$ cat src/rtl/div_sched_pkg.sv
// Shared types and constants for the divider scheduler.
package div_sched_pkg;

    // Scheduler states: arbitrate, pulse the engine, wait for it, return the result.
    typedef enum logic [1:0] {
        IDLE  = 2'd0,
        ISSUE = 2'd1,
        WAIT  = 2'd2,
        RESP  = 2'd3
    } state_t;

    // Quotient reported for a divide-by-zero; sliced down to XLEN where used.
    localparam int MAX_XLEN = 64;
    localparam logic [MAX_XLEN-1:0] DIV0_QUOTIENT = '1;

    // Response qualifiers carried alongside quotient/remainder.
    typedef struct packed {
        logic err;
        logic div0;
    } rsp_flags_t;

endpackage

$ cat src/rtl/div_sched_rr_arbiter.sv
// Combinational round-robin arbiter: first requester at or above the pointer wins.
module rr_arbiter #(
    parameter int NREQ = 2,
    parameter int IW   = $clog2(NREQ)
) (
    input  logic [NREQ-1:0] i_req,
    input  logic [IW-1:0]   i_ptr,
    output logic [NREQ-1:0] o_gnt,
    output logic [IW-1:0]   o_gnt_idx
);

    int            w_k;
    logic [IW-1:0] w_idx;
    logic          w_found;

    // Scan NREQ positions starting at the pointer, wrapping past NREQ-1 to 0.
    always_comb begin
        o_gnt     = '0;
        o_gnt_idx = '0;
        w_found   = 1'b0;
        w_k       = 0;
        w_idx     = '0;
        for (int i = 0; i < NREQ; i++) begin
            w_k   = (int'(i_ptr) + i) % NREQ;
            w_idx = IW'(w_k);
            if (!w_found && i_req[w_idx]) begin
                o_gnt[w_idx] = 1'b1;
                o_gnt_idx    = w_idx;
                w_found      = 1'b1;
            end
        end
    end

endmodule

$ cat src/rtl/div_sched.sv
// Shares one serial divider between NREQ requesters: round-robin accept,
// issue to the engine, wait with timeout, return result over valid/ready.
module div_sched
    import div_sched_pkg::*;
#(
    parameter int NREQ    = 2,
    parameter int XLEN    = 32,
    parameter int TIMEOUT = 64
) (
    input  logic                      clk_i,
    input  logic                      reset_i,
    input  logic [NREQ-1:0]           req_valid_i,
    output logic [NREQ-1:0]           req_ready_o,
    input  logic [NREQ*XLEN-1:0]      req_dividend_i,
    input  logic [NREQ*XLEN-1:0]      req_divisor_i,
    output logic [NREQ-1:0]           rsp_valid_o,
    input  logic [NREQ-1:0]           rsp_ready_i,
    output logic [XLEN-1:0]           rsp_quotient_o,
    output logic [XLEN-1:0]           rsp_remainder_o,
    output logic                      rsp_err_o,
    output logic                      rsp_div0_o,
    output logic                      div_start_o,
    output logic [XLEN-1:0]           div_dividend_o,
    output logic [XLEN-1:0]           div_divisor_o,
    input  logic                      div_done_i,
    input  logic [XLEN-1:0]           div_quotient_i,
    input  logic [XLEN-1:0]           div_remainder_i,
    output logic                      busy_o,
    output logic [$clog2(NREQ)-1:0]   owner_o
);

    localparam int IW    = $clog2(NREQ);
    localparam int CNT_W = $clog2(TIMEOUT);

    state_t            r_state;
    state_t            w_next_state;
    logic [IW-1:0]     r_ptr;
    logic [IW-1:0]     r_owner;
    logic [IW-1:0]     w_gnt_idx;
    logic [NREQ-1:0]   w_gnt;
    logic [XLEN-1:0]   w_req_dvd [NREQ];
    logic [XLEN-1:0]   w_req_dvs [NREQ];
    logic [XLEN-1:0]   w_sel_dvd;
    logic [XLEN-1:0]   w_sel_dvs;
    logic              w_accept;
    logic              w_sel_div0;
    logic              w_rsp_hs;
    logic              w_timeout;
    logic [CNT_W-1:0]  r_cnt;
    logic [CNT_W-1:0]  w_cnt_next;
    logic [XLEN-1:0]   r_dividend;
    logic [XLEN-1:0]   r_divisor;
    logic [XLEN-1:0]   r_quot;
    logic [XLEN-1:0]   r_rem;
    rsp_flags_t        r_flags;

    // Unpack the per-requester operand buses so the winner can be picked by index.
    for (genvar g = 0; g < NREQ; g++) begin : g_unpack
        assign w_req_dvd[g] = req_dividend_i[g*XLEN +: XLEN];
        assign w_req_dvs[g] = req_divisor_i[g*XLEN +: XLEN];
    end

    rr_arbiter #(
        .NREQ (NREQ),
        .IW   (IW)
    ) u_arb (
        .i_req     (req_valid_i),
        .i_ptr     (r_ptr),
        .o_gnt     (w_gnt),
        .o_gnt_idx (w_gnt_idx)
    );

    assign w_sel_dvd  = w_req_dvd[w_gnt_idx];
    assign w_sel_dvs  = w_req_dvs[w_gnt_idx];
    assign w_sel_div0 = (w_sel_dvs == '0);
    // Ready is never raised during reset, so no handshake can slip through it.
    assign w_accept   = (r_state == IDLE) && !reset_i && (|(req_valid_i & w_gnt));
    // Only the owner's ready bit closes the response.
    assign w_rsp_hs   = (r_state == RESP) && rsp_ready_i[r_owner];
    assign w_cnt_next = r_cnt + 1'b1;
    assign w_timeout  = (w_cnt_next == CNT_W'(TIMEOUT - 1));

    assign rsp_quotient_o  = r_quot;
    assign rsp_remainder_o = r_rem;
    assign rsp_err_o       = r_flags.err;
    assign rsp_div0_o      = r_flags.div0;
    assign div_dividend_o  = r_dividend;
    assign div_divisor_o   = r_divisor;
    assign owner_o         = r_owner;

    // State register.
    always_ff @(posedge clk_i) begin
        if (reset_i) begin
            r_state <= IDLE;
        end else begin
            r_state <= w_next_state;
        end
    end

    // Next-state logic; done takes priority over the timeout in WAIT.
    always_comb begin
        w_next_state = r_state;
        case (r_state)
            IDLE:    if (w_accept) w_next_state = w_sel_div0 ? RESP : ISSUE;
            ISSUE:   w_next_state = WAIT;
            WAIT:    if (div_done_i || w_timeout) w_next_state = RESP;
            RESP:    if (w_rsp_hs) w_next_state = IDLE;
            default: w_next_state = IDLE;
        endcase
    end

    // Per-state control outputs.
    always_comb begin
        req_ready_o = '0;
        rsp_valid_o = '0;
        div_start_o = 1'b0;
        busy_o      = (r_state != IDLE);
        case (r_state)
            IDLE:    if (!reset_i) req_ready_o = w_gnt;
            ISSUE:   div_start_o = 1'b1;
            RESP:    rsp_valid_o[r_owner] = 1'b1;
            default: ;
        endcase
    end

    // Operand, result, owner, pointer and timeout-counter registers.
    always_ff @(posedge clk_i) begin
        if (reset_i) begin
            r_ptr      <= '0;
            r_owner    <= '0;
            r_cnt      <= '0;
            r_dividend <= '0;
            r_divisor  <= '0;
            r_quot     <= '0;
            r_rem      <= '0;
            r_flags    <= '0;
        end else begin
            case (r_state)
                IDLE: begin
                    if (w_accept) begin
                        r_dividend <= w_sel_dvd;
                        r_divisor  <= w_sel_dvs;
                        r_owner    <= w_gnt_idx;
                        if (w_sel_div0) begin
                            r_quot  <= DIV0_QUOTIENT[XLEN-1:0];
                            r_rem   <= w_sel_dvd;
                            r_flags <= '{err: 1'b0, div0: 1'b1};
                        end
                    end
                end
                ISSUE: begin
                    r_cnt <= '0;
                end
                WAIT: begin
                    r_cnt <= w_cnt_next;
                    if (div_done_i) begin
                        r_quot  <= div_quotient_i;
                        r_rem   <= div_remainder_i;
                        r_flags <= '0;
                    end else if (w_timeout) begin
                        r_quot  <= '0;
                        r_rem   <= '0;
                        r_flags <= '{err: 1'b1, div0: 1'b0};
                    end
                end
                RESP: begin
                    if (w_rsp_hs) begin
                        r_ptr   <= (r_owner == IW'(NREQ - 1)) ? '0 : r_owner + 1'b1;
                        r_flags <= '0;
                    end
                end
                default: ;
            endcase
        end
    end

endmodule

$ cat config.mk
export PLATFORM = sky130hd
export DESIGN_NAME = div_sched
export DESIGN_NICKNAME = d
export VERILOG_FILES = /design/src/rtl/div_sched_pkg.sv /design/src/rtl/div_sched_rr_arbiter.sv /design/src/rtl/div_sched.sv
export SDC_FILE = /design/constraint.sdc
export NUM_CORES = 1
export LEC_CHECK = 0
export BUFFER_PORTS_ARGS = -buffer_cell sky130_fd_sc_hd__buf_2
export CAP_MARGIN = 20
export CORE_AREA = 2 2 129 131
export DETAILED_ROUTE_END_ITERATION = 8
export DIE_AREA = 0 0 131 133
export PLACE_DENSITY = 0.8
export SLEW_MARGIN = 20
export SYNTH_ARGS = -nofsm -noshare
export SYNTH_HDL_FRONTEND = slang
export SYNTH_HIERARCHICAL = 1
export SYNTH_SLANG_ARGS = --single-unit
$ cat constraint.sdc
create_clock -name clk_i -period 3.7 [get_ports clk_i]
set_input_delay 0.37 -clock clk_i [delete_from_list [all_inputs] [get_ports clk_i]]
set_output_delay 0.37 -clock clk_i [all_outputs]
set_load 0.05 [all_outputs]
==> summary.txt, run 1 <==
Critical path
  • Reg2reg setup slack: 0.93 ns
  • R2R Path End: rsp_remainder_o[21]
  • Kind of critical path: reg2reg
  • Worst Setup Start Kind: flip-flop
  • Required time of the critical path: 3.98 ns
  • Crit. End Element: flip-flop
  • Worst reg-to-reg path cell count: 8
  • Worst reg2reg startpoint: r_cnt[1]
  • Crit path arrival time: 3.05 ns
  • CP Max Fanout: 33

Clocking
  • Post-CTS Hold Fix Bufs: 0
  • Clock Sinks: 140
  • CTS buffer count: 17
  • # Post-CTS Setup Buffers: 0
  • CTS tree: built
  • Post_cts resized: 0
  • Bufs on Longest Clock Path: 2
  • Clock slew at reported path FFs: 0.06 ns
  • Root buf cell: clkbuf_16
  • Clock Latency Late Sink: 0.42 ns
  • Htree depth: 4

Placed design
  • IO Port Bufs: 335
  • Pre-CTS setup slack: 0.7032 ns
  • DP Area: 8289 sq um
  • Placer Congestion: 0.8664
  • Placed wire-length estimate: 14,570 microns

Yosys
  • Syn_area_per_cell: 8.472 sq um
  • Share of the synthesized area in the top cell type: 0.4359
  • Post-Synth XOR/XNOR Area: 0.001362
  • Post-Syn Nets: 964
  • Synth Instances: 759
  • Register area share after synthesis: 0.4359
  • Simple-Gate Fraction of Synth Area: 0.1615
  • Primary FF master, synth: dfxtp_1
  • Post-synthesis compound-gate area fraction: 0.1924
  • Post-Syn Area: 6430 sq um
  • Number of synthesized flops with an enable pin: 0
  • #FFs+latches synth: 140
  • Ys Warns: 6
  • Area leader, netlist: dfxtp_1
  • Top cells by area, synth: dfxtp_1 (44%), mux2i_1 (15%), a211oi_1 (7.6%), nand2_1 (6.4%), nor2_1 (6.2%)
  • Async SR Flop Fraction: 0
  • Largest family of logic cells by synthesized area: compound AO/OA/AOI/OAI gates
  • Netlist cell types: 33
  • Multiplexer share of the synthesized area: 0.1526
  • Adder-cell share of the synthesized area: 0.01168

GRT
  • First-pass GRT wire length: 30,760 microns
  • Gr usage total: 0.2246
  • Grt ovf: 0
  • Vias in the first global route: 6,278
  • Initial antenna violation count: 0
  • Largest net degree at the start of global routing: 107

Drt
  • Detailed-route wire length: 20,200 microns
  • Routed len/inst: 15.64 microns
  • DR DRC count: 0
  • Initial drt markers: 216
  • Via count: 6,556
  • Initial DRT Pass Iterations: 4
  • Via density: 5.074
  • Post-DRT Antenna Nets: 0

Min path
  • WHS Path Cells: 4
  • Hold Crit Start: rsp_ready_i[1]
  • Worst Hold End: r_ptr
  • Worst Hold Class: in2reg

Run
  • Max Cap Viol: 0

STA
  • Final setup TNS: 0 ns
  • Final setup vio count: 0
  • Hold Vio Cnt, Final: 0
  • Clk_skew: 0.006699 ns
  • Slew headroom: 0.3515
  • Max Freq: 361.4 MHz
  • Tcrit/Tclk final: 0.7479
  • Worst-Margin Slew: 0.9723 ns
  • Final WS setup: 0.9328 ns
  • Final Max Tran Viols: 0
  • Fin crit period: 2.767 ns
  • RSZ-0062 raised after global routing: no
  • Hold WS: 0.2925 ns

Pwr
  • Switching Fraction: 0.4652
  • Combinational Power Share: 0.487
  • Leak: 4.261 nW
  • Worst VDD drop: 0.4017 mV
  • PwrDens: 847.8 nW/um^2
  • Power share of the sequential group: 0.280
  • Cell Int Power: 0.004034 W
  • P_sw: 0.003509 W
  • Clock power frac: 0.232

Layout
  • Filler Cell Count: 1,467
  • Cell area after layout: 8897 sq um
  • Register Area: 2803 sq um
  • Area of the multi-input gates: 3377 sq um
  • Layout net count: 1,264
  • Number of diodes: 0
  • Fraction of layout cells with a size suffix above 1: 0.3563
  • P&R area growth vs syn: 38.37%

Die
  • Die ar.: 17,420 sq um
  • Die Ht: 133 microns
  • Die width: 131 microns
  • Io pins: 336
  • Core area: 16,170 sq um
  • Starting Density: 0.3976
  • FP Rows: 47

Run status
  • Status: finished clean
[metal layers]
layer,vias up,GRT usage,share of wire
met2,245,0.4096,0.50
met5,-,0,0
met1,3002,0.2474,0.41
li1,3280,-,-
met3,29,0.05823,0.065
met4,0,0.07979,0.022
[sequential cells by signal, summed over array words and instances (netlist names)]
| register | count |
|---|---|
| owner_o | 1 |
| r_cnt | 6 |
| r_ptr | 1 |
| rsp_err_o | 1 |
| r_state | 2 |
| rsp_remainder_o | 32 |
| div_divisor_o | 32 |
| rsp_quotient_o | 32 |
| rsp_div0_o | 1 |
| div_dividend_o | 32 |
[logic make-up after synthesis]
group | after synthesis
AOI/OAI and AO/OA | 188
xor gates and xnor gates | 1
adders and majority gates | 6
buffers and inverters | 72
DFF | 140
muxes | 98
and+or+nand+nor | 254
[cells in the final DEF, fill, tap and decap left out, types with 5 or more instances in the layout]
master	n
dfxtp_1	140
nor2_1	107
ha_1	5
clkbuf_16	17
nand2_1	109
a21o_1	32
buf_2	334
nand4_1	5
buf_4	7
nor4_1	17
o21ai_0	36
inv_1	8
a21oi_1	41
mux2i_1	98
a211oi_1	65
[through the flow]
| stage | cells | total power, W | utilization |
|---|---|---|---|
| after floorplan | 759 | 0.004909 | - |
| after global placement | 1260 | 0.005754 | 0.5126 |
| after detailed placement | 1260 | 0.005820 | 0.5126 |
| after CTS | 1292 | 0.007598 | 0.5502 |
| after global routing | 1292 | 0.007951 | 0.5502 |
| final | 1292 | 0.007543 | 0.5502 |
[synth_stat cells, types with 2 or more instances]
master / instances
a211oi_1: 65
clkbuf_1: 50
buf_2: 7
a21oi_1: 41
and3_1: 3
dfxtp_1: 140
nor3_1: 4
nor2b_1: 2
o41ai_1: 2
mux2i_1: 98
and2_1: 2
ha_1: 6
nand2_1: 109
buf_1: 6
a21o_1: 32
o311ai_0: 2
a21boi_1: 2
nor4_1: 17
o21a_1: 2
nand3_1: 4
nor2_1: 107
o21ai_0: 36
nand4_1: 5
inv_1: 8
[worst max-delay path by stage]
stage / startpoint / slack (ns) / cells after the start / to
floorplan: r_state[0] / 1.59 / 8 / div_dividend_o[10]
global placement: req_divisor_i[6] / 0.65 / 8 / rsp_quotient_o[4]
detailed placement: req_divisor_i[7] / 0.70 / 8 / rsp_remainder_o[21]
CTS: r_cnt[1] / 0.88 / 8 / rsp_quotient_o[7]
global route: r_cnt[1] / 0.70 / 8 / rsp_quotient_o[9]
finish: r_cnt[1] / 0.93 / 8 / rsp_remainder_o[21]
[power by group through the flow]
stage / sequential [W] / combinational, W / clock, W
6_report: 0.00211 / 0.00368 / 0.00175
5_1_grt: 0.00216 / 0.00393 / 0.00187
4_1_cts: 0.00211 / 0.00369 / 0.00180
3_5_place_dp: 0.00214 / 0.00368 / 0
3_3_place_gp: 0.00212 / 0.00363 / 0
2_1_floorplan: 0.00344 / 0.00147 / 0
[area by class of cell]
class | instances | area share
clock buffers | 19 | 0.04978
clock inverters | 13 | 0.01856
inverters | 8 | 0.003375
multi-input cells | 547 | 0.3796
flip-flops and latches | 140 | 0.3150
well taps | 220 | 0.03094
repair buffers | 345 | 0.2028
[worst max-delay path: stages, from the launching register on]
cell and delay [ns]:
dfxtp_1 0.40, ha_1 0.25, xor2_1 0.16, nand4_1 0.13
a221oi_2 0.44, o2111ai_4 0.56, buf_12 0.39, mux2i_1 0.20
nor2_1 0.06
(Power assumes the default switching activity.)
==> run 2, diff against run 1 <==
- clock period: 3.7 -> 2.58 ns (I/O delays scaled with it)
==> summary.txt, run 2 (synthesis results as in run 1) <==
Run status
  • Status: finished clean

Layout
  • Commonest cells after routing, fill and taps aside: buf_2 (334), dfxtp_1 (140), nand2_1 (109)
  • P&R area growth vs syn: 39.25%
  • Layout net count: 1,269
  • Cell area after layout: 8954 sq um
  • Commonest non-fill, non-tap cell in the layout: buf_2
  • Number of diodes: 0
  • Util after Layout: 0.5537
  • Filler Cell Count: 1,477
  • Fraction of layout cells with a size suffix above 1: 0.3597
  • Non-filler cells, final: 1,296
  • Register Area: 2803 sq um
  • Area of the multi-input gates: 3377 sq um

Clocking
  • Post-CTS Hold Fix Bufs: 0
  • Clock slew at reported path FFs: 0.06 ns
  • Clock Sinks: 140
  • # Post-CTS Setup Buffers: 0
  • CTS buffer count: 17
  • Clock Latency Late Sink: 0.42 ns
  • Bufs on Longest Clock Path: 2
  • Root buf cell: clkbuf_16
  • CTS tree: built
  • Htree depth: 4

Placed design
  • Placed wire-length estimate: 15,090 microns
  • Placer Congestion: 0.8743
  • Cells after DPL: 1,264
  • IO Port Bufs: 335
  • DP Area: 8319 sq um

Pwr
  • PwrDens: 1217 nW/um^2
  • PnR Total Power: 0.01089 W
  • Switching Fraction: 0.4619
  • Cell Int Power: 0.005861 W
  • Leak: 4.308 nW
  • Clock power frac: 0.233
  • P_sw: 0.005032 W
  • Worst VDD drop: 0.6690 mV
  • Power share of the sequential group: 0.278
  • Combinational Power Share: 0.489

Critical path
  • Levels on crit path: 8
  • Slowest stage cell, crit path: a221oi_2
  • Worst reg-to-reg path cell count: 8
  • Worst reg2reg startpoint: r_cnt[1]
  • CP Max Fanout: 48
  • Max incr delay on CP: 0.44 ns
  • Kind of critical path: reg2reg
  • Crit path buffers/inverters: 1
  • Worst Setup Start Kind: flip-flop
  • Family with the most delay on the worst path: compound AO/OA/AOI/OAI gates
  • CP startpoint: r_cnt[1]
  • Required time of the critical path: 2.91 ns
  • Crit path cell chain: ha_1, xor2_1, nand4_1, a221oi_2, o2111ai_4, clkbuf_16, a21o_1, a21oi_1
  • Crit. End Element: flip-flop
  • Crit path arrival time: 2.76 ns

GRT
  • Largest net degree at the start of global routing: 97
  • Initial antenna violation count: 0
  • Grt ovf: 0
  • First-pass GRT wire length: 30,730 microns
  • Vias in the first global route: 6,297
  • Gr usage total: 0.2254

Drt
  • Post-DRT Antenna Nets: 0
  • Initial DRT Pass Iterations: 4
  • Routed len/inst: 15.96 microns
  • DR DRC count: 0
  • Via count: 6,572
  • Detailed-route wire length: 20,690 microns
  • Via density: 5.071
  • Initial drt markers: 278

Min path
  • Hold Crit Start: reset_i
  • Worst Hold Class: in2reg
  • WHS Path Cells: 2

STA
  • Worst-Margin Slew: 0.7761 ns
  • Fin crit period: 2.428 ns
  • Clk_skew: 0.007867 ns
  • Tcrit/Tclk final: 0.9410
  • Final setup vio count: 0
  • RSZ-0062 raised after global routing: no
  • Final setup TNS: 0 ns
  • Final Max Tran Viols: 0
  • Slew headroom: 0.4826
  • Max Freq: 411.9 MHz
  • Hold Vio Cnt, Final: 0

Die
  • Starting Density: 0.3976
  • Core area: 16,170 sq um
  • Die ar.: 17,420 sq um
  • FP Rows: 47
  • Die Ht: 133 microns
  • Io pins: 336
  • Die width: 131 microns

Run
  • Max Cap Viol: 0
run 2: layout make-up:
| cell class | count | area share |
|---|---|---|
| multi-input cells | 547 | 0.3772 |
| flip-flops and latches | 140 | 0.3130 |
| repair buffers | 350 | 0.2067 |
| clock buffers | 21 | 0.05366 |
| well taps | 220 | 0.03074 |
| clock inverters | 10 | 0.01537 |
| inverters | 8 | 0.003354 |
run 2: per-layer routing:
metal | part of all wire | track usage | vias to the layer above
li1 | - | - | 3289
met1 | 0.40 | 0.2435 | 2991
met2 | 0.51 | 0.4151 | 256
met3 | 0.070 | 0.05499 | 36
met4 | 0.023 | 0.08806 | 0
met5 | 0 | 0 | -
run 2: through the flow:
stage	hold slack, ns	setup WS [ns]
6_report	0.1516	0.1522
5_1_grt	0.1521	0.01377
4_1_cts	0.1384	0.1666
3_5_place_dp	0.4398	0.1948
3_3_place_gp	0.4358	0.2765
2_1_floorplan	0.4538	0.4688
run 2: final timing paths:
path                            slack (ns)                  to
worst max-delay path                  0.15  rsp_quotient_o[11]
worst max register to register        0.15  rsp_quotient_o[11]
worst min-delay path                  0.15   div_divisor_o[21]
worst min register to register        0.45   rsp_quotient_o[5]
run 2: worst register-to-register path: stages (launching register included):
cell	delay, ns
dfxtp_1	0.40
ha_1	0.25
xor2_1	0.15
nand4_1	0.13
a221oi_2	0.44
o2111ai_4	0.25
clkbuf_16	0.30
a21o_1	0.29
a21oi_1	0.14
run 2: power groups by stage:
| stage | registers (W) | clock network [W] | logic (W) |
|---|---|---|---|
| 6_report | 0.00303 | 0.00254 | 0.00532 |
| 5_1_grt | 0.00310 | 0.00269 | 0.00568 |
| 4_1_cts | 0.00303 | 0.00259 | 0.00530 |
| 3_5_place_dp | 0.00306 | 0 | 0.00529 |
| 3_3_place_gp | 0.00305 | 0 | 0.00521 |
| 2_1_floorplan | 0.00494 | 0 | 0.00210 |
run 2: timing repair:
item                                    in CTS  in global routing
resized for setup                            0                  2
endpoints found under the setup margin       0                 16
endpoints found under the hold margin        0                  0
